`src/rtl/fetch_unit.sv`:
```
// rtl/fetch_unit.sv - instruction fetch stage with credit-based in-order fetch queue
module fetch_unit #(
    parameter int               XLEN      = 32,
    parameter int               ILEN      = 32,
    parameter logic [XLEN-1:0]  RESET_PC  = '0,
    parameter int               DEPTH     = 2,
    parameter logic [ILEN-1:0]  NOP_INSTR = 32'h0000_0013
) (
    input  logic            clk,
    input  logic            rst_n,
    output logic            imem_req_valid,
    input  logic            imem_req_ready,
    output logic [XLEN-1:0] imem_req_addr,
    input  logic            imem_rsp_valid,
    input  logic [ILEN-1:0] imem_rsp_data,
    input  logic            redirect_valid,
    input  logic [XLEN-1:0] redirect_pc,
    input  logic            stall,
    output logic            if_valid,
    output logic [XLEN-1:0] if_pc,
    output logic [ILEN-1:0] if_instr
);
    localparam int CW = $clog2(DEPTH + 1);
    localparam int PW = (DEPTH > 1) ? $clog2(DEPTH) : 1;
    localparam logic [PW-1:0] LAST_IDX = PW'(DEPTH - 1);
    localparam logic [CW:0]   DEPTH_C  = (CW + 1)'(DEPTH);
    localparam logic [XLEN-1:0] ALIGN_MASK = ~XLEN'(3);

    logic [XLEN-1:0] pc;
    logic [XLEN-1:0] q_pc    [DEPTH];
    logic [ILEN-1:0] q_instr [DEPTH];
    logic [PW-1:0]   q_head, q_tail;
    logic [XLEN-1:0] pf_pc   [DEPTH];
    logic [PW-1:0]   pf_head, pf_tail;
    logic [CW-1:0]   count, outstanding, drop_cnt;

    logic            accept, pop, q_wr, rsp_drop;
    logic [CW:0]     credits_used;

    function automatic logic [PW-1:0] ptr_inc(input logic [PW-1:0] p);
        return (p == LAST_IDX) ? '0 : p + PW'(1);
    endfunction

    // Credits cover both buffered and in-flight entries, so a returning response always has a slot.
    always_comb begin
        credits_used   = {1'b0, count} + {1'b0, outstanding};
        imem_req_valid = !redirect_valid && (credits_used < DEPTH_C);
        imem_req_addr  = pc & ALIGN_MASK;
        accept         = imem_req_valid && imem_req_ready;
        rsp_drop       = redirect_valid || (drop_cnt != '0);
        q_wr           = imem_rsp_valid && !rsp_drop;
        if_valid       = (count != '0);
        pop            = if_valid && !stall && !redirect_valid;
        if_pc          = if_valid ? q_pc[q_head] : '0;
        if_instr       = if_valid ? q_instr[q_head] : NOP_INSTR;
    end

    // Control state: pc, queue pointers and the in-flight/drop counters.
    always_ff @(posedge clk) begin
        if (!rst_n) begin
            pc          <= RESET_PC;
            count       <= '0;
            outstanding <= '0;
            drop_cnt    <= '0;
            q_head      <= '0;
            q_tail      <= '0;
            pf_head     <= '0;
            pf_tail     <= '0;
        end else begin
            // The PC FIFO mirrors every in-flight request, stale ones included.
            if (accept)
                pf_tail <= ptr_inc(pf_tail);
            if (imem_rsp_valid)
                pf_head <= ptr_inc(pf_head);
            outstanding <= outstanding + CW'(accept) - CW'(imem_rsp_valid);

            if (redirect_valid) begin
                pc       <= redirect_pc & ALIGN_MASK;
                count    <= '0;
                q_head   <= '0;
                q_tail   <= '0;
                drop_cnt <= outstanding - CW'(imem_rsp_valid);
            end else begin
                if (accept)
                    pc <= pc + XLEN'(4);
                if (imem_rsp_valid && (drop_cnt != '0))
                    drop_cnt <= drop_cnt - CW'(1);
                if (q_wr)
                    q_tail <= ptr_inc(q_tail);
                if (pop)
                    q_head <= ptr_inc(q_head);
                count <= count + CW'(q_wr) - CW'(pop);
            end
        end
    end

    // Data storage needs no reset; validity is carried by the counters and pointers.
    always_ff @(posedge clk) begin
        if (accept)
            pf_pc[pf_tail] <= imem_req_addr;
        if (q_wr) begin
            q_pc[q_tail]    <= pf_pc[pf_head];
            q_instr[q_tail] <= imem_rsp_data;
        end
    end

    // Credit invariants: the queue can never overflow and drops never exceed in-flight requests.
    always_ff @(posedge clk) begin
        if (rst_n) begin
            assert (!(q_wr && !pop && (count == CW'(DEPTH))));
            assert (drop_cnt <= outstanding);
        end
    end
endmodule

```
`config.mk`:
```
export PLATFORM = sky130hd
export DESIGN_NAME = fetch_unit
export DESIGN_NICKNAME = d
export VERILOG_FILES = /design/src/rtl/fetch_unit.sv
export SDC_FILE = /design/constraint.sdc
export NUM_CORES = 1
export LEC_CHECK = 0
export CAP_MARGIN = 20
export CELL_PAD_IN_SITES_DETAIL_PLACEMENT = 1
export CELL_PAD_IN_SITES_GLOBAL_PLACEMENT = 1
export CORE_AREA = 8 8 151 153
export DETAILED_ROUTE_END_ITERATION = 10
export DIE_AREA = 0 0 159 161
export GPL_ROUTABILITY_DRIVEN = 0
export PLACE_DENSITY_LB_ADDON = 0.3
export SLEW_MARGIN = 15
export SYNTH_ARGS = -nofsm -noshare
export SYNTH_HDL_FRONTEND = slang
export SYNTH_SLANG_ARGS = --single-unit
export TNS_END_PERCENT = 100
```
`constraint.sdc`:
```
create_clock -name clk -period 9.7 [get_ports clk]
set_clock_uncertainty 0.05 [all_clocks]
set_input_delay 2.91 -clock clk [delete_from_list [all_inputs] [get_ports clk]]
set_output_delay 2.91 -clock clk [all_outputs]
set_load 0.02 [all_outputs]
```
After elaboration in Yosys (flattened, before gate mapping). Memories as Yosys holds them, arrays and structs flattened. A register that Yosys moved wholly into a read port is not among the register bits. Cells that the tools add are included.

Register bits after elaboration: 42. Bits in writable memories: 188. Output and inout port bits: 98. Logic and storage cells: 61. Memories kept: 3.

Add/sub/neg operators: 12. $lt $le $gt $ge: 1. Muxes and demuxes: 20. Bitwise operators: 1. Reductions and logical operators: 15.

Memories: q_instr (words 2, bits a word 32, rd ports 1, clocked after memory_dff 1, write ports 1, RTL line 31) `logic [ILEN-1:0] q_instr [DEPTH];`; q_pc (words 2, bits a word 32, rd ports 1, clocked after memory_dff 1, write ports 1, RTL line 30) `logic [XLEN-1:0] q_pc [DEPTH];`; pf_pc (words 2, bits a word 30, rd ports 1, clocked after memory_dff 1, write ports 1, RTL line 33) `logic [XLEN-1:0] pf_pc [DEPTH];`.

Operators by type and width (count): 32-bit two-way mux (4); 32-bit by 3-bit adder with 32-bit output, second input constant (1); 1-bit two-way mux (14); 2-bit nonzero test (4); 1-bit logical AND (6); 2-bit by 1-bit subtractor with 2-bit output (3); 1-bit adder, second input constant (4); 2-bit by 1-bit adder with 2-bit output (2); 2-bit two-way mux (2); 2-bit by 2-bit adder with 3-bit output (1); 1-bit zero test (3); 3-bit by 2-bit < comparator with 1-bit output, second input constant (1); 2-bit OR reduction (1); 2-bit by 1-bit subtractor with 2-bit output, second input constant (1); 1-bit logical OR (1); 1-bit NOT (1).

Longest topological paths before layout.
Word-level depth: 6. Gate-level depth with buffers: 11. Depth with buffers taken out: 11.

Worst setup path before layout. OpenSTA, ideal clock, no wires.

Path kind: input to register. Start point: input redirect_valid. End point: memory q_instr[0][0], enable pin. Library setup time: 0.482 ns. Arrival time: 6.064 ns. Required time: 9.168 ns. Setup slack: 3.104 ns. Stages on the path: 4. Cell sequence: inv_1 -> clkbuf_1 -> nand3_1 -> nor2_1.

Word-level cells in the longest chain between the ends: 5.

RTL lines: start, declared (RTL line 16) `input logic redirect_valid,`; 1-bit logical OR (RTL line 50) `rsp_drop = redirect_valid || (drop_cnt != '0);`; 1-bit zero test (RTL line 51) `q_wr = imem_rsp_valid && !rsp_drop;`; 1-bit logical AND (RTL line 51); 1-bit two-way mux (RTL line 101) `if (q_wr) begin`; 1-bit two-way mux (not written as such) (RTL line 103) `q_instr[q_tail] <= imem_rsp_data;`; end, declared (RTL line 31).

Every way passes these cells.

Worst setup path after layout.
Start point: input redirect_valid. End point: output imem_req_valid.

Word-level cells in the longest chain between the ends: 2.

RTL lines: 1-bit zero test (RTL line 47) `imem_req_valid = !redirect_valid && (credits_used < DEPTH_C);`; 1-bit logical AND (RTL line 47); end, declared (RTL line 11) `output logic imem_req_valid,`.

Every way passes these cells.

==> metrics.txt <==
DR vias 5,919; Cell Pwr Density between 150 and 200 nW/um2; drt wl/cell about 21 um; Avg Synthesized Cell Area ~14 um2; antenna cell count 0; DRC violations left 0; fin crit share ~78%; sequential area share after synthesis approximately 70%; max incr delay on CP between 600 and 700 ps; post-place setup slack around 2200 ps; Critical Path Sink Type primary output; PostCTS Resize Cnt 0; worst hold start pf_head; Top Family by Delay on Critical Path buffers and inverters; Clk pin slew, worst setup/hold paths ~60 ps; leading cell type in the layout, fill and taps excluded edfxtp_1; Hold Path Class flop to flop; worst path bufs/invs 3; xor/xnor cell area share of the yosys netlist ~1.8%; setup slack, reg-to-reg between 6000 and 7000 ps; clk buf depth 3; Initial Util approximately 45%; Multi-input gate area 2640 um2; Yosys Warn Count 0; Setup Crit Path Kind input port to primary output; number of cells on the critical path 4; io pins 168; sequential cell area ~6400 um2; Worst R2R End pc[22]; Leak Pwr just under 4 nW; area delta synth->final 29.6%; first-pass GRT wire length between 30,000 and 40,000 um; Yosys cell types 50; CTS Sinks roughly 230; Synth area leader edfxtp_1; grt total ovfl 0; drt total wl 23,200 um; net count reported at finish slightly below 900; reg2reg start count[0]; Root Driver clkbuf_16; Port Buf Inserts between 150 and 200; initial antenna violation count 0; Yosys reg bits ~230; CP arrival ~4600 ps; final setup TNS 0 ps; CP most frequent cell clkdlybuf4s50_1; largest family of logic cells by synthesized area multiplexers; fin util ~58%; synthesized area approximately 9200 um2; # H-tree levels 1; worst-path fanout max 23; CTS Buf Count 23; RSZ-0062 raised after global routing no; post-synthesis adder-cell area fraction 1.17%; worst skew pair latency 500 ps; Max VDD drop 0.000117 V; post-route ant nets 0; Synth Area in Compound Gates under 10%; relative slew slack 37.0%; # setup viols final 0; cell count after synthesis roughly 650; crit path cell chain clkdlybuf4s50_1, buf_4, nor3_1, clkdlybuf4s50_1; setup slack after layout roughly 2200 ps; DRT Pass-1 Iters 4; overall routing resource usage between 10% and 20%; fin. max-slew vios 0; die span in x approximately 160 um; post-CTS setup buffers 0; Via density approximately 5.4; final hold viol count 0; Power Total between 2 and 2.5 mW; simple-gate portion of the synthesized area between 9 and 10%; filler instances roughly 2.0k; CP Launch Point redirect_valid; share of the synthesized area in the top cell type 60.3%; Critical Path RT approximately 6700 ps; Max Clk Rate 0.133 GHz; cts hold-fix bufs 0; outcome complete, no violations; cells on worst reg2reg path 6; Cell Rows 53; DP Wirelength 15,400 um; Final min period 7520 ps; fraction of synthesized area in multiplexers 11.0%; Startpoint Class input port; largest net degree at the start of global routing 63; commonest non-fill, non-tap cells in the layout edfxtp_1, clkdlybuf4s50_1, nor2_1; top_reg_cell synth edfxtp_1; DR iter-0 viols 279; Core Region 20,600 um2; worst hold path stage count 2; layout cells sized above 1 between 10% and 20%; Tightest Pin Transition about 940 ps; Chip Height 161 um; Die ar. between 20,000 and 30,000 um2; CTS tree done; Synth area leaders edfxtp_1, dfxtp_1, mux2i_1; number of synthesized flops with an enable pin about 180; Worst path slowest cell clkdlybuf4s50_1; vias in the first global route between 6k and 7k; asr flop ratio synth 0%; max-cap violations 0
cell type report:
type	instances	area share [%]
Clock buffer	28	5.53
Clock inverter	14	1.03
Inverter	14	0.442
Multi-Input combinational cell	378	22.2
Sequential cell	226	53.6
Tap cell	275	2.90
Timing Repair Buffer	171	14.3
state kept, by name (all words and copies together), names as in the netlist, named ones only:
register and flops:
q_pc 60, pf_head 1, pf_pc 60, pf_tail 1, count 2, drop_cnt 2, outstanding 2, pc 30
q_head 1, q_instr 64, q_tail 1
worst max path at each step:
stage	endpoint
2_1_floorplan	q_instr[0][0]
3_3_place_gp	imem_req_valid
3_5_place_dp	imem_req_valid
4_1_cts	imem_req_valid
5_1_grt	imem_req_valid
6_report	imem_req_valid
power by group:
group | internal (mW) | total (mW) | switching, mW
clock network | 0.536 | 0.894 | 0.358
registers | 1.11 | 1.15 | 0.0358
logic | 0.106 | 0.232 | 0.126
total | 1.75 | 2.27 | 0.520
worst min-delay path, cell delays in order (launching register included):
cell and delay [ps]:
dfxtp_1 330, xnor2_1 90, nor2_1 80
cell families (layout without fill, tap and decap cells):
family          count (synthesis)  after routing
simple gates                  183            183
buf+inv                        48            227
other cells                     1              4
fa+ha+maj                       8              8
flops                         226            226
compound gates                 67             67
xor+xnor                       19             19
mux                            97             97
through the flow:
step	std cells	hold slack (ps)	cell area, um2
CTS	1105	482	11900
floorplan	652	430	9180
global placement	1063	445	11100
detailed placement	1063	465	11100
finish	1106	478	11900
global route	1106	510	11900
per-layer routing:
metal	wire length, um	part of all wire, %	vias to the layer above	global-route usage (%)
met5	0	0	-	0
met3	1200	5.2	36	3.49
met2	11500	49	186	31.2
met4	405	1.7	0	4.63
li1	-	-	2759	-
met1	10100	44	2938	21.7
synthesized netlist by cell type, drive strengths merged (2+ instances only):
master  number
a211oi       8
a21oi       14
a311oi       2
a31o         2
a31oi        6
and2         4
and3         4
and4         4
buf          9
clkbuf      25
dfxtp       42
edfxtp     184
ha           7
inv         14
mux2        31
mux2i       66
nand2       22
nand2b       2
nand3        9
nand4       14
nor2        87
nor2b        2
nor3         9
nor3b        2
nor4        10
o211ai       2
o21ai       20
o311ai       2
o31ai        4
or3          4
or4          6
xnor2       13
xor2         6
(Power assumes the default switching activity.)
